==> src/rtl/dfc_sender_arb.sv <==
// Round-robin, packet-locking arbiter driving a registered vld/data/eop DFC link.
// Every send decision uses fc_q, the registered copy of the receiver's fc_n.
module dfc_sender_arb #(
   parameter int  width  = 8,
   parameter int  inputs = 4,
   localparam int isz    = $clog2(inputs)
) (
   input  logic                    clk,
   input  logic                    reset,
   input  logic [inputs-1:0]       r_srdy,
   output logic [inputs-1:0]       r_drdy,
   input  logic [inputs*width-1:0] r_data,
   input  logic [inputs-1:0]       r_eop,
   output logic                    p_vld,
   output logic [width-1:0]        p_data,
   output logic                    p_eop,
   input  logic                    p_fc_n,
   output logic [isz-1:0]          p_grant,
   output logic                    p_locked
);
   typedef enum logic {IDLE = 1'b0, LOCK = 1'b1} state_t;

   state_t           state;
   logic             fc_q;
   logic [isz-1:0]   rr;
   logic [isz-1:0]   sel;
   logic [isz-1:0]   sel_next;
   logic             found;
   logic             xfer;
   logic             sel_eop;
   logic [width-1:0] sel_data;

   // Grant is combinational so a requester is accepted in the cycle it asks.
   always_comb begin
      sel    = p_grant;
      found  = 1'b0;
      r_drdy = '0;
      if (state == LOCK) begin
         r_drdy[p_grant] = fc_q;
      end else begin
         for (int k = 0; k < inputs; k++) begin
            if (!found && r_srdy[(int'(rr) + k) % inputs]) begin
               found = 1'b1;
               sel   = isz'((int'(rr) + k) % inputs);
            end
         end
         if (found) r_drdy[sel] = fc_q;
      end
   end

   assign xfer     = |(r_srdy & r_drdy);
   assign sel_eop  = r_eop[sel];
   assign sel_data = r_data[int'(sel)*width +: width];
   assign sel_next = (sel == isz'(inputs - 1)) ? '0 : sel + isz'(1);
   assign p_locked = (state == LOCK);

   always_ff @(posedge clk) begin
      if (reset) begin
         fc_q    <= 1'b0;
         state   <= IDLE;
         rr      <= '0;
         p_grant <= '0;
         p_vld   <= 1'b0;
         p_eop   <= 1'b0;
      end else begin
         fc_q  <= p_fc_n;
         p_vld <= xfer;
         if (xfer) p_eop <= sel_eop;
         case (state)
            IDLE: begin
               if (xfer) begin
                  if (sel_eop) begin
                     rr <= sel_next;
                  end else begin
                     state   <= LOCK;
                     p_grant <= sel;
                  end
               end
            end
            LOCK: begin
               if (xfer && sel_eop) begin
                  state <= IDLE;
                  rr    <= sel_next;
               end
            end
            default: state <= IDLE;
         endcase
      end
   end

   // Link data carries no reset; p_vld qualifies it.
   always_ff @(posedge clk) begin
      if (xfer) p_data <= sel_data;
   end
endmodule
==> config.mk <==
export PLATFORM = sky130hd
export DESIGN_NAME = dfc_sender_arb
export DESIGN_NICKNAME = d
export VERILOG_FILES = /design/src/rtl/dfc_sender_arb.sv
export SDC_FILE = /design/constraint.sdc
export NUM_CORES = 1
export LEC_CHECK = 0
export BUFFER_PORTS_ARGS = -buffer_cell sky130_fd_sc_hd__buf_2
export CORE_UTILIZATION = 28
export CTS_CLUSTER_SIZE = 16
export DETAILED_ROUTE_END_ITERATION = 6
export GPL_TIMING_DRIVEN = 0
export PLACE_DENSITY_LB_ADDON = 0.15
export SLEW_MARGIN = 5
export SYNTH_ARGS = -nofsm -noshare
export SYNTH_HDL_FRONTEND = slang
export SYNTH_SLANG_ARGS = --single-unit
==> constraint.sdc <==
create_clock -name clk -period 2.9 [get_ports clk]
set_input_delay 0.29 -clock clk [delete_from_list [all_inputs] [get_ports clk]]
set_output_delay 0.29 -clock clk [all_outputs]
set_load 0.05 [all_outputs]
==> metrics.md <==
| Metric | Value |
|---|---|
| Run status | `finished clean` |
| Count of input and output buffers | `between 50 and 60` |
| Die Outline Area | `about 5700 um^2` |
| First-iteration detailed-routing DRC count | `84` |
| Global route overflow | `0` |
| Hold Fails Final Rpt | `0` |
| Transition time at the pin with the least slew margin | `about 0.49 ns` |
| Achievable frequency | `~0.36 GHz` |
| Kind of critical path | `reg -> out` |
| Unrepaired setup endpoints after global routing | `no` |
| Cells after Synth | `around 160` |
| Post-synthesis average cell area | `about 9.5 um^2` |
| Layout overhead on the synthesized area | `30.9%` |
| Row cnt | `26` |
| Net Count, Synth | `around 200` |
| Number of hold buffers added after cts | `0` |
| # diodes | `0` |
| Reported max-cap violation count | `0` |
| Worst setup endpoint | `r_drdy[1]` |
| Fraction of post-synthesis cell area in the top cell type by area | `0.192` |
| Footprint of the multi-input gates | `between 1000 and 1500 um^2` |
| Largest voltage drop on the vdd net | `209 uV` |
| Routability congestion estimate | `around 0.8` |
| Worst slew slack as a fraction of its limit | `0.674` |
| Effective utilization at floorplan | `0.293` |
| Routed Wire Length | `between 3 and 4 mm` |
| Worst Reg-to-Reg Cells | `8` |
| Type of the worst min-delay path | `in -> reg` |
| Fin Clk Skew | `0.00235 ns` |
| Via-to-Cell Ratio | `~4.8` |
| Time the final worst path needs with I/O delays and setup | `between 2 and 3 ns` |
| Inst Count DP | `approximately 290` |
| Required time at the endpoint of the critical path | `between 2 and 3 ns` |
| CTS tree | `built` |
| Clock insertion delay at the later pin of the skew report | `~0.25 ns` |
| Via count of the first global-routing pass | `roughly 1300` |
| Combined area of all synthesized cells | `around 1500 um^2` |
| Number of enable flip-flop cells after synthesis | `8` |
| Vias post-DR | `around 1400` |
| Most used flip-flop cell after synthesis | `sky130_fd_sc_hd__edfxtp_1` |
| DR pass1 iterations | `4` |
| Overall routing resource usage | `0.134` |
| YS warnings | `0` |
| Clock sink count | `16` |
| Fraction of final layout cells with drive strength greater than 1 | `0.417` |
| Largest driver fanout on the critical path | `10` |
| Clock edge transition at the registers on the reported setup and hold paths | `approximately 0.060 ns` |
| Chip Width | `approximately 76 um` |
| Total half-perimeter wirelength after legalization and detailed placement | `slightly below 3 mm` |
| Number of I/O pins | `60` |
| Setup TNS | `0 ns` |
| DR DRC count | `0` |
| Avg WL per Cell | `approximately 13 um` |
| Post-synthesis sequential element count | `16` |
| Library cell used as clock root buffer | `sky130_fd_sc_hd__clkbuf_8` |
| Core region area | `between 5000 and 6000 um^2` |
| Yosys cell types | `50` |
| Sequential share of the synthesized area | `0.264` |
| RR Endpoint | `rr[0]$_SDFFE_PP0P_` |
| Number of setup violations in the final report | `0` |
| Tcrit/Tclk final | `0.945` |
| Antenna viol nets, final | `0` |
| Share of the core filled with cells in the final layout | `0.383` |
| Async SR Flop Fraction | `0` |
| Most area-consuming cells after synthesis | `sky130_fd_sc_hd__mux2i_1 19%, sky130_fd_sc_hd__edfxtp_1 16%, sky130_fd_sc_hd__dfxtp_1 11%` |
| Count of filler cells inserted in the layout | `540` |
| Largest net degree at the start of global routing | `11` |
| Library cell occupying the most area in the post-synthesis netlist | `sky130_fd_sc_hd__mux2i_1` |
| Pwr dens | `~440 nW/um^2` |
| H-tree levels | `1` |
| Crit path arrival time | `~2.5 ns` |
| Beginning of the critical path | `rr[1]$_SDFFE_PP0P_` |
| Critical path launch point type | `flop` |
| Layout net count | `between 200 and 300` |
| Kind of end point of the critical path | `primary output` |
| Vertical die dimension | `75.5 um` |
| Internal reg-to-reg setup slack | `0.39 ns` |
| Power after layout | `between 800 and 900 uW` |
| FF-to-FF Start | `rr[0]$_SDFFE_PP0P_` |
| Sequential standard cell area | `~400 um^2` |
| Global-route wire length before repair | `around 6.0 mm` |
| Number of buffers added by the clock tree synthesis step | `3` |
| Finished Layout Cells | `293` |
| Final Max Slew Viols | `0` |
| Number of antenna violations at the first check in global routing | `0` |
| Buffer levels on the longest clock path | `2` |
| P_leak | `roughly 0.86 nW` |
-- through the flow --
stage | instance area, um^2 | hold WS, ns | setup slack [ns]
after floorplan | 1510 | 0.418 | 0.0930
after global placement | 1900 | 0.449 | 0.304
after global routing | 1980 | 0.262 | 0.0305
final | 1980 | 0.251 | 0.158
after detailed placement | 1900 | 0.452 | 0.312
after CTS | 1950 | 0.250 | 0.0559
-- sequential cells by signal (all words and copies together), names as in the netlist, named ones only --
| signal | count |
|---|---|
| p_grant | 2 |
| rr | 2 |
| p_eop | 1 |
| p_data | 8 |
| p_vld | 1 |
| fc_q | 1 |
-- how the worst min path moves through the flow --
stage / from / to / slack, ns / cells after the start
finish: p_fc_n / fc_q$_SDFF_PP0_ / 0.25 / 2
detailed placement: p_eop$_SDFFE_PP0P_ / p_eop$_SDFFE_PP0P_ / 0.45 / 2
CTS: p_fc_n / fc_q$_SDFF_PP0_ / 0.25 / 2
global route: p_fc_n / fc_q$_SDFF_PP0_ / 0.26 / 2
global placement: p_eop$_SDFFE_PP0P_ / p_eop$_SDFFE_PP0P_ / 0.45 / 2
floorplan: p_fc_n / fc_q$_SDFF_PP0_ / 0.42 / 1
-- area by class of cell --
type                       count  area share
tap                           70      0.0442
clock buffer                   4      0.0278
inverter                       4     0.00758
multi-input combinational    127       0.520
sequential                    16       0.202
buffer                        12      0.0448
timing repair buffer          60       0.154
-- per-layer routing --
metal,vias to the layer above,share of wire,track usage
met2,39,0.44,0.213
met3,5,0.043,0.0198
li1,724,-,-
met5,-,0,0
met4,0,0.010,0.0370
met1,645,0.51,0.190
-- synthesized netlist by cell type (2+ instances only) --
master and instances:
sky130_fd_sc_hd__a21o_1 2, sky130_fd_sc_hd__a21oi_1 10, sky130_fd_sc_hd__a2bb2oi_2 2, sky130_fd_sc_hd__and3b_1 2
sky130_fd_sc_hd__buf_2 6, sky130_fd_sc_hd__clkbuf_1 3, sky130_fd_sc_hd__dfxtp_1 8, sky130_fd_sc_hd__edfxtp_1 8
sky130_fd_sc_hd__inv_1 4, sky130_fd_sc_hd__mux2_2 2, sky130_fd_sc_hd__mux2_4 4, sky130_fd_sc_hd__mux2i_1 29
sky130_fd_sc_hd__nand2_1 8, sky130_fd_sc_hd__nand2b_1 2, sky130_fd_sc_hd__nor2_1 15, sky130_fd_sc_hd__nor2b_1 5
sky130_fd_sc_hd__nor3_1 5, sky130_fd_sc_hd__o21a_1 3, sky130_fd_sc_hd__o21ai_0 8, sky130_fd_sc_hd__o21ai_1 2
sky130_fd_sc_hd__o2bb2ai_1 2
-- kinds of logic (layout without fill, tap and decap cells) --
logic type / Yosys count / after routing / synth area share
multiplexers: 36 / 36 / 0.261
AO/OA/AOI/OAI: 38 / 38 / 0.183
flip-flops: 16 / 16 / 0.264
AND/OR/NAND/NOR: 52 / 52 / 0.220
adder cells (fa/ha/maj): 1 / 1 / 0.00826
buffers and inverters: 16 / 80 / 0.0628
-- critical path, cell delays in order, from the launching register on --
cell	delay, ns
sky130_fd_sc_hd__dfxtp_1	0.30
sky130_fd_sc_hd__buf_2	0.20
sky130_fd_sc_hd__clkbuf_4	0.24
sky130_fd_sc_hd__nor4_1	0.08
sky130_fd_sc_hd__a311oi_1	0.41
sky130_fd_sc_hd__o21a_1	0.20
sky130_fd_sc_hd__nor2_1	0.06
sky130_fd_sc_hd__or4_1	0.40
sky130_fd_sc_hd__o21ai_0	0.09
sky130_fd_sc_hd__buf_4	0.22
-- layout by cell type (no fill, tap or decap), types with 2 or more instances in the layout --
| cell | n |
|---|---|
| sky130_fd_sc_hd__clkbuf_1 | 3 |
| sky130_fd_sc_hd__o21ai_0 | 7 |
| sky130_fd_sc_hd__edfxtp_1 | 8 |
| sky130_fd_sc_hd__mux2_4 | 4 |
| sky130_fd_sc_hd__clkbuf_8 | 4 |
| sky130_fd_sc_hd__a21oi_1 | 10 |
| sky130_fd_sc_hd__mux2_2 | 2 |
| sky130_fd_sc_hd__nand2b_1 | 2 |
| sky130_fd_sc_hd__mux2i_1 | 29 |
| sky130_fd_sc_hd__o21a_1 | 3 |
| sky130_fd_sc_hd__buf_6 | 2 |
| sky130_fd_sc_hd__dfxtp_1 | 8 |
| sky130_fd_sc_hd__buf_2 | 62 |
| sky130_fd_sc_hd__a21o_1 | 2 |
| sky130_fd_sc_hd__a2bb2oi_2 | 2 |
| sky130_fd_sc_hd__inv_1 | 4 |
| sky130_fd_sc_hd__nor2_1 | 15 |
| sky130_fd_sc_hd__nor2b_1 | 5 |
| sky130_fd_sc_hd__o2bb2ai_1 | 2 |
| sky130_fd_sc_hd__nand2_1 | 8 |
| sky130_fd_sc_hd__and3b_1 | 2 |
| sky130_fd_sc_hd__nor3_1 | 5 |
| sky130_fd_sc_hd__buf_4 | 3 |
| sky130_fd_sc_hd__o21ai_1 | 3 |
-- repair_timing --
| action | in CTS | in global routing |
|---|---|---|
| endpoints found under the setup margin | 0 | 1 |
| endpoints found under the hold margin | 0 | 0 |
| resized for setup | 0 | 9 |
| setup buffers | 0 | 1 |
-- report_power, final --
group          internal [mW]  switching [mW]  total [mW]
Combinational          0.181           0.230       0.411
Clock                  0.120          0.0805       0.201
Sequential             0.263         0.00580       0.269
Total                  0.565           0.316       0.881
Power figures use the tool's default switching activity.
